<file path="src/rtl/hazard_forward_unit.sv">
// hazard_forward_unit
// Hazard, forwarding and flush controller for the 5-stage RISC-V pipeline.
// Generates the load-use / stall-only stalls and the multi-cycle data-memory
// wait. It also produces the redirect flushes, including a redirect that
// arrives while the pipe is held. It supplies the EX operand forwarding
// selects, registered alongside ID/EX, and keeps saturating stall/flush
// counters.
// MEM_LAT must stay within 1..4 because the wait counter is two bits wide.

module hazard_forward_unit #(
    parameter int REG_AW      = 5,
    parameter int FWD_EN      = 1,
    parameter int MEM_LAT     = 1,
    parameter int FLUSH_DEPTH = 2
) (
    input  logic              clk,
    input  logic              rst,
    input  logic [REG_AW-1:0] id_rs1,
    input  logic [REG_AW-1:0] id_rs2,
    input  logic              id_use_rs1,
    input  logic              id_use_rs2,
    input  logic [REG_AW-1:0] ex_rd,
    input  logic              ex_regwrite,
    input  logic              ex_memread,
    input  logic [REG_AW-1:0] mem_rd,
    input  logic              mem_regwrite,
    input  logic              mem_memread,
    input  logic [REG_AW-1:0] wb_rd,
    input  logic              wb_regwrite,
    input  logic              redirect,
    output logic              stall_pc,
    output logic              stall_ifid,
    output logic              bubble_idex,
    output logic              stall_back,
    output logic              flush_ifid,
    output logic              flush_idex,
    output logic              flush_exmem,
    output logic [1:0]        fwd_a,
    output logic [1:0]        fwd_b,
    output logic              id_byp_rs1,
    output logic              id_byp_rs2,
    output logic [15:0]       stall_cnt,
    output logic [15:0]       flush_cnt
);

    // EX operand source encodings.
    localparam logic [1:0] FWD_RF    = 2'b00;
    localparam logic [1:0] FWD_EXMEM = 2'b01;
    localparam logic [1:0] FWD_MEMWB = 2'b10;

    localparam logic       FWD_ON    = (FWD_EN != 0);
    localparam logic       LAT_ON    = (MEM_LAT > 1);
    localparam logic [1:0] LAT_LAST  = 2'(MEM_LAT - 1);
    localparam logic       FLUSH_ID  = (FLUSH_DEPTH >= 2);
    localparam logic       FLUSH_EX  = (FLUSH_DEPTH >= 3);

    // A producer only matters when it writes a non-x0 register the ID
    // instruction really reads.
    function automatic logic writes_src(input logic              regwrite,
                                        input logic [REG_AW-1:0] rd,
                                        input logic [REG_AW-1:0] rs,
                                        input logic              use_rs);
        return regwrite && (rd != '0) && (rd == rs) && use_rs;
    endfunction

    // The younger producer (EX) wins over the older one (MEM).
    function automatic logic [1:0] pick_fwd(input logic ex_hit, input logic mem_hit);
        if (!FWD_ON)  return FWD_RF;
        if (ex_hit)   return FWD_EXMEM;
        if (mem_hit)  return FWD_MEMWB;
        return FWD_RF;
    endfunction

    logic       ex_hit_rs1, ex_hit_rs2;
    logic       mem_hit_rs1, mem_hit_rs2;
    logic       wb_hit_rs1, wb_hit_rs2;
    logic       load_use, data_hazard, mem_wait, redirect_apply;
    logic [1:0] lat_cnt;
    logic       redirect_pend;
    logic [1:0] fwd_a_next, fwd_b_next;

    assign ex_hit_rs1  = writes_src(ex_regwrite,  ex_rd,  id_rs1, id_use_rs1);
    assign ex_hit_rs2  = writes_src(ex_regwrite,  ex_rd,  id_rs2, id_use_rs2);
    assign mem_hit_rs1 = writes_src(mem_regwrite, mem_rd, id_rs1, id_use_rs1);
    assign mem_hit_rs2 = writes_src(mem_regwrite, mem_rd, id_rs2, id_use_rs2);
    assign wb_hit_rs1  = writes_src(wb_regwrite,  wb_rd,  id_rs1, id_use_rs1);
    assign wb_hit_rs2  = writes_src(wb_regwrite,  wb_rd,  id_rs2, id_use_rs2);

    // With forwarding only a load in EX is too late; without it any pending
    // EX or MEM writer of a used source must drain first.
    assign load_use    = ex_memread && (ex_hit_rs1 || ex_hit_rs2);
    assign data_hazard = FWD_ON ? load_use
                                : (ex_hit_rs1 || ex_hit_rs2 || mem_hit_rs1 || mem_hit_rs2);

    // Wait starts when a load sits in MEM with an idle counter and lasts
    // until the counter reaches its last value, giving MEM_LAT-1 held cycles.
    assign mem_wait = LAT_ON && ((lat_cnt == 2'd0) ? mem_memread : (lat_cnt != LAT_LAST));

    // A redirect seen during a wait is applied once the pipe moves again.
    assign redirect_apply = (redirect || redirect_pend) && !mem_wait;

    assign fwd_a_next = pick_fwd(ex_hit_rs1, mem_hit_rs1);
    assign fwd_b_next = pick_fwd(ex_hit_rs2, mem_hit_rs2);

    // Pipeline-register controls; everything is forced low while in reset.
    always_comb begin
        // NOTE: every output gets a default first so no path leaves one
        // unassigned, which would otherwise infer a latch.
        stall_pc    = 1'b0;
        stall_ifid  = 1'b0;
        bubble_idex = 1'b0;
        stall_back  = 1'b0;
        flush_ifid  = 1'b0;
        flush_idex  = 1'b0;
        flush_exmem = 1'b0;
        id_byp_rs1  = 1'b0;
        id_byp_rs2  = 1'b0;
        if (!rst) begin
            // A redirect wins over a data hazard so the PC loads the target.
            stall_pc    = mem_wait || (data_hazard && !redirect_apply);
            stall_ifid  = stall_pc;
            bubble_idex = data_hazard && !mem_wait && !redirect_apply;
            stall_back  = mem_wait;
            flush_ifid  = redirect_apply;
            flush_idex  = redirect_apply && FLUSH_ID;
            flush_exmem = redirect_apply && FLUSH_EX;
            id_byp_rs1  = wb_hit_rs1;
            id_byp_rs2  = wb_hit_rs2;
        end
    end

    // Memory wait counter and the pending-redirect flag.
    always_ff @(posedge clk) begin
        // NOTE: state uses non-blocking assignments so every register samples
        // values from before the edge, independent of statement order.
        if (rst) begin
            lat_cnt       <= 2'd0;
            redirect_pend <= 1'b0;
        end else begin
            if (!LAT_ON) begin
                lat_cnt <= 2'd0;
            end else if (lat_cnt == 2'd0) begin
                if (mem_memread) lat_cnt <= 2'd1;
            end else if (lat_cnt == LAT_LAST) begin
                lat_cnt <= 2'd0;
            end else begin
                lat_cnt <= lat_cnt + 2'd1;
            end
            // Further redirects during a wait merge into the pending one.
            redirect_pend <= mem_wait ? (redirect_pend || redirect) : 1'b0;
        end
    end

    // Forwarding selects travel with ID/EX: hold on a wait, clear on a bubble or squash.
    always_ff @(posedge clk) begin
        if (rst) begin
            fwd_a <= FWD_RF;
            fwd_b <= FWD_RF;
        end else if (mem_wait) begin
            fwd_a <= fwd_a;
            fwd_b <= fwd_b;
        end else if (bubble_idex || flush_idex) begin
            fwd_a <= FWD_RF;
            fwd_b <= FWD_RF;
        end else begin
            fwd_a <= fwd_a_next;
            fwd_b <= fwd_b_next;
        end
    end

    // Saturating stall-cycle and applied-redirect counters.
    always_ff @(posedge clk) begin
        if (rst) begin
            stall_cnt <= 16'd0;
            flush_cnt <= 16'd0;
        end else begin
            if (stall_pc && (stall_cnt != 16'hFFFF)) stall_cnt <= stall_cnt + 16'd1;
            if (redirect_apply && (flush_cnt != 16'hFFFF)) flush_cnt <= flush_cnt + 16'd1;
        end
    end

endmodule

</file>
<file path="config.mk">
export PLATFORM = sky130hd
export DESIGN_NAME = hazard_forward_unit
export DESIGN_NICKNAME = d
export VERILOG_FILES = /design/src/rtl/hazard_forward_unit.sv
export SDC_FILE = /design/constraint.sdc
export NUM_CORES = 1
export LEC_CHECK = 0
export CAP_MARGIN = 20
export CORE_UTILIZATION = 41
export CTS_CLUSTER_SIZE = 28
export DETAILED_ROUTE_END_ITERATION = 8
export GPL_TIMING_DRIVEN = 0
export PLACE_DENSITY = 0.86
export RECOVER_POWER = 100
export SLEW_MARGIN = 20
export SYNTH_ARGS = -nofsm -noshare
export SYNTH_HDL_FRONTEND = slang
export SYNTH_SLANG_ARGS = --single-unit
</file>
<file path="constraint.sdc">
create_clock -name clk -period 1.9 [get_ports clk]
set_clock_uncertainty 0.1 [all_clocks]
set_input_delay 0.285 -clock clk [delete_from_list [all_inputs] [get_ports clk]]
set_output_delay 0.285 -clock clk [all_outputs]
set_load 0.02 [all_outputs]
</file>
==> impl_metrics.env, run 1 <==
export IMPL_synth_top_area_cell="dfxtp_1"
export IMPL_final_number_of_max_transition_violations=0
export IMPL_cts_htree_levels=2
export IMPL_status="complete, but fails checks"
export IMPL_maximum_clock_frequency_ghz=0.494
export IMPL_post_route_drc_count=0
export IMPL_asyncSetResetFlopFracSynth_pct=0
export IMPL_r2r_setup_slack_ps=30
export IMPL_row_count=27
export IMPL_hold_depth=3
export IMPL_cts_inserted_buffers=5
export IMPL_layout_overhead_on_the_synthesized_area_pct=55.4
export IMPL_cts_tree="yes"
export IMPL_slew_headroom_pct=65.3
export IMPL_post_synth_main_area_contributors="dfxtp_1, xor2_1, xnor2_1"
export IMPL_yosysTopAreaCellShare_pct=30.6
export IMPL_timing_hold_violations_final=0
export IMPL_synth_edf_count=0
export IMPL_worstHoldStart="ex_rd[0]"
export IMPL_num_fill_cells=433
export IMPL_global_route_wire_length_before_repair_um=11200
export IMPL_post_route_cells_drive_above_1_share_pct=33.4
export IMPL_hold_path_class="in -> reg"
export IMPL_clock_power_share_pct=35.4
export IMPL_ys_top_cells_by_count="dfxtp_1, nor2_1, xor2_1"
export IMPL_timing_final_crit_share_pct=107
export IMPL_yosysMostFrequentCell="dfxtp_1"
export IMPL_routability_cong=0.884
export IMPL_power_density_cell_area_nw_per_um2=444
export IMPL_critical_path_required_ps=1510
export IMPL_drv_max_cap_violation_count=0
export IMPL_drt_iter0_drc=165
export IMPL_die_ar_um2=6060
export IMPL_vdd_drop_max_mv=0.326
export IMPL_endpoint_kind="output pin"
export IMPL_arrival_ps=1640
export IMPL_grtUsageTotal_pct=23.2
export IMPL_number_of_clock_sinks=36
export IMPL_r2r_start="stall_cnt[0]$_SDFFE_PP0P_"
export IMPL_critical_path_reg2reg_endpoint="stall_cnt[5]$_SDFFE_PP0P_"
export IMPL_synth_yosys_seq_area_share_pct=30.6
export IMPL_setup_viol=8
export IMPL_layout_min_cycle_time_ps=2020
export IMPL_cts_root_buffer_cell="clkbuf_8"
export IMPL_postLayoutSetupSlackWorst_ps=-124
export IMPL_antenna_found_initial=0
export IMPL_routed_wl_um=7470
export IMPL_cellInternalPower_uw=1180
export IMPL_synthesis_yosys_warnings=0
export IMPL_grt_pass1_vias=2359
export IMPL_ios=80
export IMPL_synthesis_area_um2=2360
export IMPL_port_buffer_count=76
export IMPL_wl_per_instance_um=16.5
export IMPL_die_height_um=77.8
export IMPL_syn_area_per_cell_um2=8.48
export IMPL_timing_worst_setup_path_type="in -> out"
export IMPL_synth_cell_type_count=45
export IMPL_clk_latency_ps=300
export IMPL_critical_path_peak_fanout=3
export IMPL_grt_overflow_total=0
export IMPL_detailedRoute_firstPassIterationCount=5
export IMPL_clock_path_buffers=2
export IMPL_hold_path_end="fwd_b[1]$_SDFF_PP0_"
export IMPL_via_count=2568
export IMPL_tightestPinTransition_ps=521
export IMPL_preCtsSetupSlack_ps=-1270
export IMPL_nets=416
export IMPL_p_comb_share_pct=17.7
export IMPL_seq_power_share_pct=46.9
export IMPL_post_synth_inst_count=278
export IMPL_placeableCoreArea_um2=5540
export IMPL_worst_r2r_path_depth=6
export IMPL_leakagePower_uw=0.00127
export IMPL_fin_worst_hold_slack_ps=291
export IMPL_grt_max_degree=12
export IMPL_postSynthRegisterBits=36
export IMPL_place_hpwl_um=4710
export IMPL_violations="setup timing"
export IMPL_floorplan_initialDensity_pct=42.5
export IMPL_switching_share_pct=27.2
export IMPL_num_antenna_cells=0
export IMPL_power_switching_uw=442
export IMPL_grt_setup_unrepaired="true"
export IMPL_timing_critical_path_from_type="input pin"
export IMPL_routed_via_density=5.68
export IMPL_die_width_um=77.8
export IMPL_postRouteAntennaNets=0
export IMPL_synthFlopType="dfxtp_1"
export IMPL_clk_pin_slew_ps=70
## timing repair
| item | 4_1_cts | 5_1_grt |
|---|---|---|
| endpoints found under the setup margin | 33 | 32 |
| hold buffers | 0 | 0 |
| gates resized for setup | 115 | 51 |
| cloned | 1 | 0 |
| setup buffers | 7 | 11 |
| pin swaps | 10 | 14 |
## area by class of cell
cell class | instances | area, um^2 | share of cell area, %
clock inverters | 2 | 10.0 | 0.273
inverters | 4 | 15.0 | 0.410
flip-flops and latches | 36 | 746 | 20.4
repair buffers | 93 | 852 | 23.3
clock buffers | 6 | 82.6 | 2.25
multi-input cells | 225 | 1770 | 48.2
well taps | 72 | 90.1 | 2.46
plain buffers | 14 | 103 | 2.80
## layer usage
layer  share of wire [%]  global-route usage (%)
met1                  40                    28.3
met5                   0                       0
met4                 2.0                    9.62
met3                 6.4                    4.00
met2                  52                    40.0
## stage by stage
| stage | utilization, % | cell area, um^2 | power (uW) | std cells | TNS [ps] |
|---|---|---|---|---|---|
| after floorplan | - | 2390 | 905 | 279 | -109 |
| final | 66.1 | 3660 | 1630 | 452 | -451 |
| after CTS | 62.2 | 3450 | 1600 | 443 | -301 |
| after global routing | 66.1 | 3660 | 1680 | 452 | -851 |
| after detailed placement | 58.6 | 3240 | 1040 | 427 | -22170 |
| after global placement | 58.6 | 3240 | 1030 | 427 | -21280 |
## power groups by stage
stage / combinational (uW) / clock [uW] / sequential, uW
global placement: 252 / 0 / 782
floorplan: 119 / 0 / 787
finish: 289 / 576 / 763
CTS: 260 / 574 / 765
global route: 307 / 614 / 763
detailed placement: 258 / 0 / 782
## cell usage in the layout, fill, tap and decap left out, drive strengths merged, types with 15 or more instances in the layout
master and count:
nor2 32, nor2b 15, clkdlybuf4s50 48, xor2 22, xnor2 20, nand4 17
buf 42, nand3 16, dfxtp 36
## cell families (layout without fill, tap and decap cells)
| logic type | after synthesis | count (layout) | share of synthesized area, % |
|---|---|---|---|
| multiplexers | 16 | 16 | 7.54 |
| buffers and inverters | 19 | 119 | 4.19 |
| XOR/XNOR | 42 | 42 | 15.6 |
| AND/OR/NAND/NOR | 128 | 128 | 29.6 |
| adder cells (fa/ha/maj) | 2 | 2 | 1.06 |
| flip-flops | 36 | 36 | 30.6 |
| other | 1 | 2 | 0.159 |
| AO/OA/AOI/OAI | 34 | 35 | 11.3 |
## worst max path at each step
stage              start                        end  slack, ps  depth (start not counted)
3_5_place_dp   id_rs2[4]                   stall_pc      -1270                          8
6_report        ex_rd[1]                   stall_pc       -120                          6
2_1_floorplan   ex_rd[4]                 stall_ifid        -20                          6
4_1_cts        id_rs1[0]                   stall_pc       -110                          8
5_1_grt         redirect  stall_cnt[5]$_SDFFE_PP0P_       -150                          7
3_3_place_gp   id_rs1[4]                 stall_ifid      -1230                          8
## flip-flops by register name (all words and copies together), names as in the netlist
signal / flops
flush_cnt: 16
fwd_a: 2
stall_cnt: 16
fwd_b: 2
## critical path: stages
cell and delay [ps]:
clkdlybuf4s15_2 230, or4_4 440, o2111a_2 300, a21boi_4 150, buf_6 110, buf_6 120
(Power assumes the default switching activity.)
==> run 2, diff against run 1 <==
- CORE_MARGIN: not set -> 3
==> run 2 against run 1 <==
Effect of this change: the flow still finishes with violations (setup timing); clock-buffer cell count stayed put; maximum frequency is 0.27% higher; combinational power hardly changed; core utilization is 2.9 points higher; cell count is 1.1% lower; flip-flop and latch count stayed put; worst hold slack worse by 27 ps; register-to-register slack worse by 40 ps; critical path type unchanged.
==> impl_metrics.env, run 2 (synthesis gave the netlist of run 1 again) <==
export IMPL_die_ar_um2=6700
export IMPL_area_sequential_um2=764
export IMPL_place_hpwl_um=5010
export IMPL_timing_hold_violations_final=0
export IMPL_endpoint_kind="output pin"
export IMPL_post_route_drc_count=0
export IMPL_status="complete, but fails checks"
export IMPL_layout_top_registers="flush_cnt: 16 flops, stall_cnt: 16 flops"
export IMPL_mostFrequentLayoutCell="clkdlybuf4s50_1"
export IMPL_via_count=2543
export IMPL_num_fill_cells=388
export IMPL_timing_critical_path_from_type="input pin"
export IMPL_seq_power_share_pct=48.4
export IMPL_floorplan_initialDensity_pct=44.2
export IMPL_final_number_of_max_transition_violations=0
export IMPL_globalRouteMet2Util_pct=37.4
export IMPL_vdd_drop_max_mv=0.277
export IMPL_hold_buffers=0
export IMPL_port_buffer_count=76
export IMPL_setup_tns_final_ps=-353
export IMPL_postLayoutSetupSlackWorst_ps=-119
export IMPL_hold_path_class="in -> reg"
export IMPL_ios=80
export IMPL_cts_root_buffer_cell="clkbuf_8"
export IMPL_cellInternalPower_uw=1140
export IMPL_preCtsSetupSlack_ps=-1260
export IMPL_report_power_total_uw=1570
export IMPL_grt_max_degree=11
export IMPL_grtUsageTotal_pct=22.0
export IMPL_clk_latency_ps=290
export IMPL_power_switching_uw=426
export IMPL_antenna_found_initial=0
export IMPL_num_antenna_cells=0
export IMPL_wl_per_instance_um=16.8
export IMPL_final_cell_mix="clkdlybuf4s50_1, nor2_1, xnor2_1"
export IMPL_grt_setup_unrepaired="true"
export IMPL_postRouteAntennaNets=0
export IMPL_timing_final_crit_share_pct=106
export IMPL_arrival_ps=1630
export IMPL_power_density_cell_area_nw_per_um2=425
export IMPL_die_width_um=81.8
export IMPL_footprint_of_the_multi_input_gates_um2=1770
export IMPL_routability_cong=0.894
export IMPL_routed_wl_um=7520
export IMPL_groute_layer_met1_usage_pct=27.7
export IMPL_nets=414
export IMPL_leakagePower_uw=0.00129
export IMPL_layout_overhead_on_the_synthesized_area_pct=56.3
export IMPL_cts_htree_levels=2
export IMPL_post_route_cells_drive_above_1_share_pct=33.7
export IMPL_number_of_clock_sinks=36
export IMPL_detailedRoute_firstPassIterationCount=4
export IMPL_cts_inserted_buffers=5
export IMPL_r2r_setup_slack_ps=-10
export IMPL_die_height_um=81.8
export IMPL_placeableCoreArea_um2=5340
export IMPL_timing_worst_setup_path_type="in -> out"
export IMPL_grt_pass1_vias=2392
export IMPL_clk_pin_slew_ps=70
export IMPL_tightestPinTransition_ps=522
export IMPL_violations="setup timing"
export IMPL_slew_headroom_pct=65.2
export IMPL_p_comb_share_pct=18.4
export IMPL_maximum_clock_frequency_ghz=0.495
export IMPL_clock_path_buffers=2
export IMPL_critical_path_peak_fanout=3
export IMPL_routed_via_density=5.69
export IMPL_grt_overflow_total=0
export IMPL_grtUsageMet3_pct=3.84
export IMPL_layout_min_cycle_time_ps=2020
export IMPL_drv_max_cap_violation_count=0
export IMPL_global_route_peak_usage_layer="met2"
export IMPL_drt_iter0_drc=189
export IMPL_row_count=26
export IMPL_switching_share_pct=27.2
export IMPL_cts_tree="yes"
export IMPL_clock_power_share_pct=33.2
export IMPL_critical_path_required_ps=1510
export IMPL_setup_viol=5
export IMPL_global_route_wire_length_before_repair_um=11400
==> run 2: path summary, 6_finish.rpt <==
check,cells past startpoint,start,endpoint
max reg2reg,5,stall_cnt[13]$_SDFFE_PP0P_,stall_cnt[5]$_SDFFE_PP0P_
max,6,ex_rd[3],stall_pc
min,3,ex_rd[0],fwd_a[1]$_SDFF_PP0_
min reg2reg,1,stall_cnt[0]$_SDFFE_PP0P_,stall_cnt[0]$_SDFFE_PP0P_
==> run 2: per-layer routing <==
| metal | vias up | routed length, um |
|---|---|---|
| met1 | 1200 | 3030 |
| met3 | 22 | 481 |
| met5 | - | 0 |
| li1 | 1199 | - |
| met4 | 0 | 180 |
| met2 | 122 | 3820 |
==> run 2: worst max-delay path, cell delays in order <==
cell and delay [ps]:
buf_2 120, or4_4 550, o2111a_2 290, a21boi_4 150, buf_6 110, buf_6 120
==> run 2: area by class of cell <==
type                            count  share of cell area [%]
Buffer                             13                    2.82
Clock buffer                        6                    1.97
Inverter                            4                   0.408
Tap cell                           70                    2.38
Multi-Input combinational cell    225                    48.0
Sequential cell                    36                    20.8
Clock inverter                      1                   0.136
Timing Repair Buffer               92                    23.5
==> run 2: through the flow <==
| step | cell area [um^2] | hold slack, ps | util [%] | std cells |
|---|---|---|---|---|
| 5_1_grt | 3680 | 284 | 69.0 | 447 |
| 3_5_place_dp | 3240 | 406 | 60.8 | 425 |
| 2_1_floorplan | 2390 | 262 | - | 279 |
| 6_report | 3680 | 265 | 69.0 | 447 |
| 4_1_cts | 3450 | 262 | 64.6 | 440 |
| 3_3_place_gp | 3240 | 395 | 60.8 | 425 |
==> run 2: power groups by stage <==
stage | sequential (uW) | combinational (uW) | clock [uW]
after floorplan | 787 | 119 | 0
after global placement | 782 | 253 | 0
after detailed placement | 782 | 259 | 0
after CTS | 766 | 265 | 518
after global routing | 758 | 311 | 553
final | 757 | 289 | 520
==> run 2: repair_timing <==
| action | CTS | global route |
|---|---|---|
| gates cloned | 1 | 0 |
| pin swaps | 12 | 22 |
| endpoints found under the setup margin | 37 | 33 |
| setup buffers | 8 | 9 |
| gates resized for setup | 121 | 64 |
==> run 3, diff against run 2 <==
- CORE_UTILIZATION: 41 -> 32
- PLACE_DENSITY: 0.86 -> 0.72
==> run 3 against run 2 <==
Effect of this change: the flow still finishes with violations (setup timing); core utilization down 16 points; largest cell class unchanged; flip-flop and latch count is the same; sequential share of layout area is 0.25 points lower; combinational power shrank 3%; worst hold slack worse by 21 ps; die area rose by 26%.
==> impl_metrics.env, run 3 (synthesis gave the netlist of run 1 again) <==
export IMPL_status="complete, but fails checks"
export IMPL_violations="setup timing"
export IMPL_place_hpwl_um=5110
export IMPL_grtUsageTotal_pct=17.0
export IMPL_clk_latency_ps=300
export IMPL_via_count=2453
export IMPL_drt_iter0_drc=104
export IMPL_cts_root_buffer_cell="clkbuf_8"
export IMPL_report_power_total_uw=1620
export IMPL_num_fill_cells=662
export IMPL_routability_cong=0.840
export IMPL_cts_tree="yes"
export IMPL_ordered_list_of_cells_on_the_worst_path="buf_8 > or4_4 > o2111a_2 > a21boi_4 > buf_6 > buf_6"
export IMPL_power_density_cell_area_nw_per_um2=438
export IMPL_final_number_of_max_transition_violations=0
export IMPL_wl_per_instance_um=15.1
export IMPL_floorplan_initialDensity_pct=33.8
export IMPL_die_height_um=91.8
export IMPL_number_of_clock_sinks=36
export IMPL_endpoint_kind="output pin"
export IMPL_die_width_um=91.8
export IMPL_slew_headroom_pct=65.2
export IMPL_layout_min_cycle_time_ps=1990
export IMPL_cts_htree_levels=2
export IMPL_r2r_start="stall_cnt[12]$_SDFFE_PP0P_"
export IMPL_hold_path_class="in -> reg"
export IMPL_num_antenna_cells=0
export IMPL_routed_via_density=5.16
export IMPL_maximum_clock_frequency_ghz=0.503
export IMPL_drv_max_cap_violation_count=0
export IMPL_setup_viol=2
export IMPL_timing_hold_violations_final=0
export IMPL_finish_utilization_pct=52.9
export IMPL_critical_path_required_ps=1510
export IMPL_vdd_drop_max_mv=0.329
export IMPL_grt_pass1_vias=2412
export IMPL_clk_pin_slew_ps=70
export IMPL_cp_common_cell="buf_6"
export IMPL_port_buffer_count=76
export IMPL_layout_top_registers="flush_cnt: 16 flops, stall_cnt: 16 flops"
export IMPL_slowest_delay_ps=540
export IMPL_arrival_ps=1600
export IMPL_nets=415
export IMPL_routed_wl_um=7190
export IMPL_hold_path_end="fwd_a[1]$_SDFF_PP0_"
export IMPL_postLayoutSetupSlackWorst_ps=-86.6
export IMPL_final_cell_mix="clkdlybuf4s50_1, nor2_1, xor2_1, xnor2_1"
export IMPL_layout_overhead_on_the_synthesized_area_pct=56.6
export IMPL_post_route_drc_count=0
export IMPL_hold_buffers=0
export IMPL_row_count=30
export IMPL_grt_setup_unrepaired="true"
export IMPL_postRouteAntennaNets=0
export IMPL_grt_max_degree=11
export IMPL_detailedRoute_firstPassIterationCount=4
export IMPL_tightestPinTransition_ps=522
export IMPL_global_route_wire_length_before_repair_um=11700
export IMPL_antenna_found_initial=0
export IMPL_timing_worst_setup_path_type="in -> out"
export IMPL_ios=80
export IMPL_timing_critical_path_from_type="input pin"
export IMPL_cts_inserted_buffers=5
export IMPL_grt_overflow_total=0
export IMPL_critical_path_reg2reg_endpoint="stall_cnt[5]$_SDFFE_PP0P_"
export IMPL_clock_path_buffers=2
export IMPL_placeableCoreArea_um2=6980
export IMPL_critical_path_peak_fanout=3
export IMPL_r2r_setup_slack_ps=40
export IMPL_die_ar_um2=8430
export IMPL_worstHoldStart="ex_rd[0]"
export IMPL_post_route_cells_drive_above_1_share_pct=32.2
export IMPL_worst_r2r_path_depth=5
export IMPL_slowest_stage="or4_4"
export IMPL_timing_final_crit_share_pct=105
export IMPL_hold_depth=3
export IMPL_leakagePower_uw=0.00126
export IMPL_mostFrequentLayoutCell="clkdlybuf4s50_1"
## run 3: cell count changes in the layout (fill, tap and decap cells not counted), sizes merged
cell and change:
dlygate4sd2 -1, buf +1, clkinv -1, clkdlybuf4s50 +3, clkbuf +2, dlygate4sd3 -2
## run 3: power by group
group	total, uW	internal [uW]	leakage (uW)	switching (uW)
registers	760	752	0.000300	7.90
clock network	576	296	0.0000455	281
logic	279	135	0.000912	143
total	1620	1180	0.00126	432
## run 3: per-stage QoR
step | hold WS [ps] | setup TNS (ps) | setup WS, ps | area (um^2) | instances
3_5_place_dp | 406 | -21790 | -1240 | 3270 | 451
4_1_cts | 232 | -253 | -94.5 | 3490 | 468
3_3_place_gp | 397 | -21460 | -1210 | 3270 | 451
5_1_grt | 274 | -351 | -124 | 3690 | 475
2_1_floorplan | 262 | -109 | -21.3 | 2390 | 279
6_report | 244 | -169 | -86.6 | 3690 | 475
## run 3: what timing repair did
action / CTS / global route
gates resized for setup: 121 / 43
pin swaps: 11 / 27
cloned: 1 / 0
setup endpoints to repair: 34 / 31
setup buffers: 8 / 9
## run 3: layout make-up
cell class | count | area [um^2] | area share (%)
multi-input combinational | 225 | 1760 | 47.7
clock buffer | 8 | 90.1 | 2.44
inverter | 4 | 15.0 | 0.407
buffer | 13 | 104 | 2.81
timing repair buffer | 93 | 845 | 22.9
sequential | 36 | 757 | 20.5
tap | 96 | 120 | 3.25
## run 3: how the worst max path moves through the flow
stage | from | end | slack, ps | cells after the start
floorplan | ex_rd[4] | stall_ifid | -20 | 6
global placement | id_rs2[4] | stall_ifid | -1210 | 8
detailed placement | id_rs2[4] | stall_ifid | -1240 | 8
CTS | id_rs1[0] | stall_ifid | -90 | 8
global route | redirect | stall_ifid | -120 | 6
finish | ex_rd[2] | stall_ifid | -90 | 6
## run 3: per-layer routing
metal,global-route usage [%],share of wire [%],up-vias
met2,29.1,50,81
met3,3.28,4.4,17
met1,21.3,43,1160
met4,6.06,2.5,0
li1,-,-,1195
met5,0,0,-
## run 3: worst max-delay path, delay by kind of cell
kind	cells	cell delay, ps
AO/OA/AOI/OAI	2	450
buffers and inverters	3	330
AND/OR/NAND/NOR	1	540
==> edit, RTL diff (settings of run 3) <==
The parameter `REG_AW` goes from 5 to 6.
--- a/src/rtl/hazard_forward_unit.sv
+++ b/src/rtl/hazard_forward_unit.sv
@@ -10,3 +10,3 @@
 module hazard_forward_unit #(
-    parameter int REG_AW      = 5,
+    parameter int REG_AW      = 6,
     parameter int FWD_EN      = 1,
Ports: changed (5 resized); port bits go from 80 to 85. The function was not compared with the original's and may differ.
==> edit against run 3 <==
The flow still finishes with violations (negative setup slack). Hold slack improved by 54 ps. Die area decreased by 4.9%. Fmax decreased by 2.3%. Setup slack got worse by 46 ps. Wire length decreased by 4.5%. Sequential cell count unchanged. Largest power group unchanged. Sequential power about the same. Area after synthesis decreased by 5.3%. Power decreased by 3.9%. Design area decreased by 4.8%.
==> edit: results (changes against run 3) <==
stage;metric;value;unit;change
min_path;hold path depth;4;;+1
grt;largest net degree at the start of global routing;12;;+1
route;met3 WL post-DR;290;um;-7.6%
worst_setup_path;RR Startpoint;stall_cnt[2]$_SDFFE_PP0P_;;
cts;clock root buffer;clkbuf_8;;
worst_setup_path;RR Endpoint;stall_cnt[12]$_SDFFE_PP0P_;;
logic_synthesis;Distinct cells, synth;52;;+16%
grt;Tot GR Track Use;17.03;%;about the same
final_layout;share of cells above drive strength 1;30.19;%;-2.0 points
cts;Clk Latency, worst-skew pair;280;ps;-20 ps
worst_setup_path;crit path DAT;2100;ps;+500 ps
logic_synthesis;post-synthesis mux area share;1.905;%;-5.6 points
route;DR WL met2;3686;um;+1.7%
sta;Fin Setup TNS;-365.8;ps;-196.6 ps
logic_synthesis;Seq/Total Area, Yosys;32.27;%;+1.7 points
power;Design Power;1.552;mW;-3.9%
power;Clock power frac;33.2;%;-2.5 points
logic_synthesis;Adder-Cell Fraction of Synth Area;1.120;%;+0.059 points
grt;met2 Use GR;30.72;%;+1.6 points
outcome;status;finished, violations left;;
grt;GR Layer Usage met1;20.81;%;-0.47 points
sta;final hold slack;297.7;ps;+54.10 ps
final_layout;Antenna diodes;0;;unchanged
outcome;violated checks;negative setup slack;;
grt;met3 usage in global routing;3.410;%;+0.13 points
grt;vias in the first global route;2264;;-6.1%
cts;post-cts repair resize count;138;;+14%
place;IO Port Bufs;81;;+6.6%
final_layout;number of nets in the layout;412;;-0.72%
route;DRT iter0 DRCs;102;;-1.9%
place;Inst Count DP;437;;-3.1%
place;DP Wirelength;5046;um;-1.2%
worst_setup_path;Worst Path Max Fanout;3;;unchanged
route;M1 WL;2850;um;-7.2%
logic_synthesis;largest cells by area after synthesis;dfxtp_1 (32%), xnor2_1 (14%), xor2_1 (5.9%);;
final_layout;fillers;634;;-4.2%
sta;final worst slack;-132.4;ps;-45.89 ps
grt;first-pass GRT wire length;10680;um;-8.6%
sta;headroom to the max-slew limit;66.32;%;+1.1 points
final_layout;final cell count without fillers;464;;-2.3%
place;RD Place Congestion;0.8944;;+6.5%
sta;final setup fails;7;;+5
power;Net Sw Frac;26.45;%;-0.29 points
power;Logic power comb;278;uW;about the same
logic_synthesis;Compound-Gate Fraction of Synth Area;12.38;%;+1.1 points
logic_synthesis;syn_area_per_cell;8.524;sq um;+0.53%
sta;Least-Margin Pin Slew;505.2;ps;-16.57 ps
logic_synthesis;Commonest cells post-synth;dfxtp_1 (36), xnor2_1 (35), nor2_1 (27);;
==> edit: cell count changes in the layout (fill, tap and decap cells not counted), moves of 10 or more <==
| cell | change |
|---|---|
| a211oi_2 | -10 |
| xnor2_1 | +13 |
| mux2_2 | -12 |
| dlygate4sd3_1 | +29 |
| nor2b_1 | -12 |
| clkdlybuf4s50_1 | -33 |
==> edit: worst max-delay path, cell delays in order, from the launching register on <==
cell	delay (ps)
dfxtp_4	350
nand4_1	150
or2_4	280
or4_4	500
nor3b_2	230
mux2_4	310
==> edit: layout make-up <==
type / count / area share [%]
clock inverters: 1 / 0.1424
multi-input cells: 209 / 45.96
plain buffers: 9 / 1.994
well taps: 93 / 3.311
flip-flops and latches: 36 / 21.57
inverters: 8 / 0.9256
clock buffers: 7 / 2.172
repair buffers: 101 / 23.92
==> edit: metrics by stage <==
step                setup slack, ps  utilization, %  area [sq um]
detailed placement            -1090           48.83          3207
global placement              -1103           48.83          3207
global route                 -200.6           53.52          3515
CTS                          -156.8           51.95          3412
finish                       -132.4           53.52          3515
floorplan                    -144.0               -          2280
==> edit: how the worst max path moves through the flow <==
stage,slack [ps],end,startpoint,cells past startpoint
floorplan,-140,stall_cnt[12]$_SDFFE_PP0P_,stall_cnt[1]$_SDFFE_PP0P_,7
global placement,-1100,stall_ifid,id_rs1[1],8
detailed placement,-1090,stall_ifid,id_rs1[5],8
CTS,-160,stall_cnt[12]$_SDFFE_PP0P_,stall_cnt[2]$_SDFFE_PP0P_,5
global route,-200,stall_cnt[13]$_SDFFE_PP0P_,stall_cnt[4]$_SDFFE_PP0P_,6
finish,-130,stall_cnt[12]$_SDFFE_PP0P_,stall_cnt[2]$_SDFFE_PP0P_,5
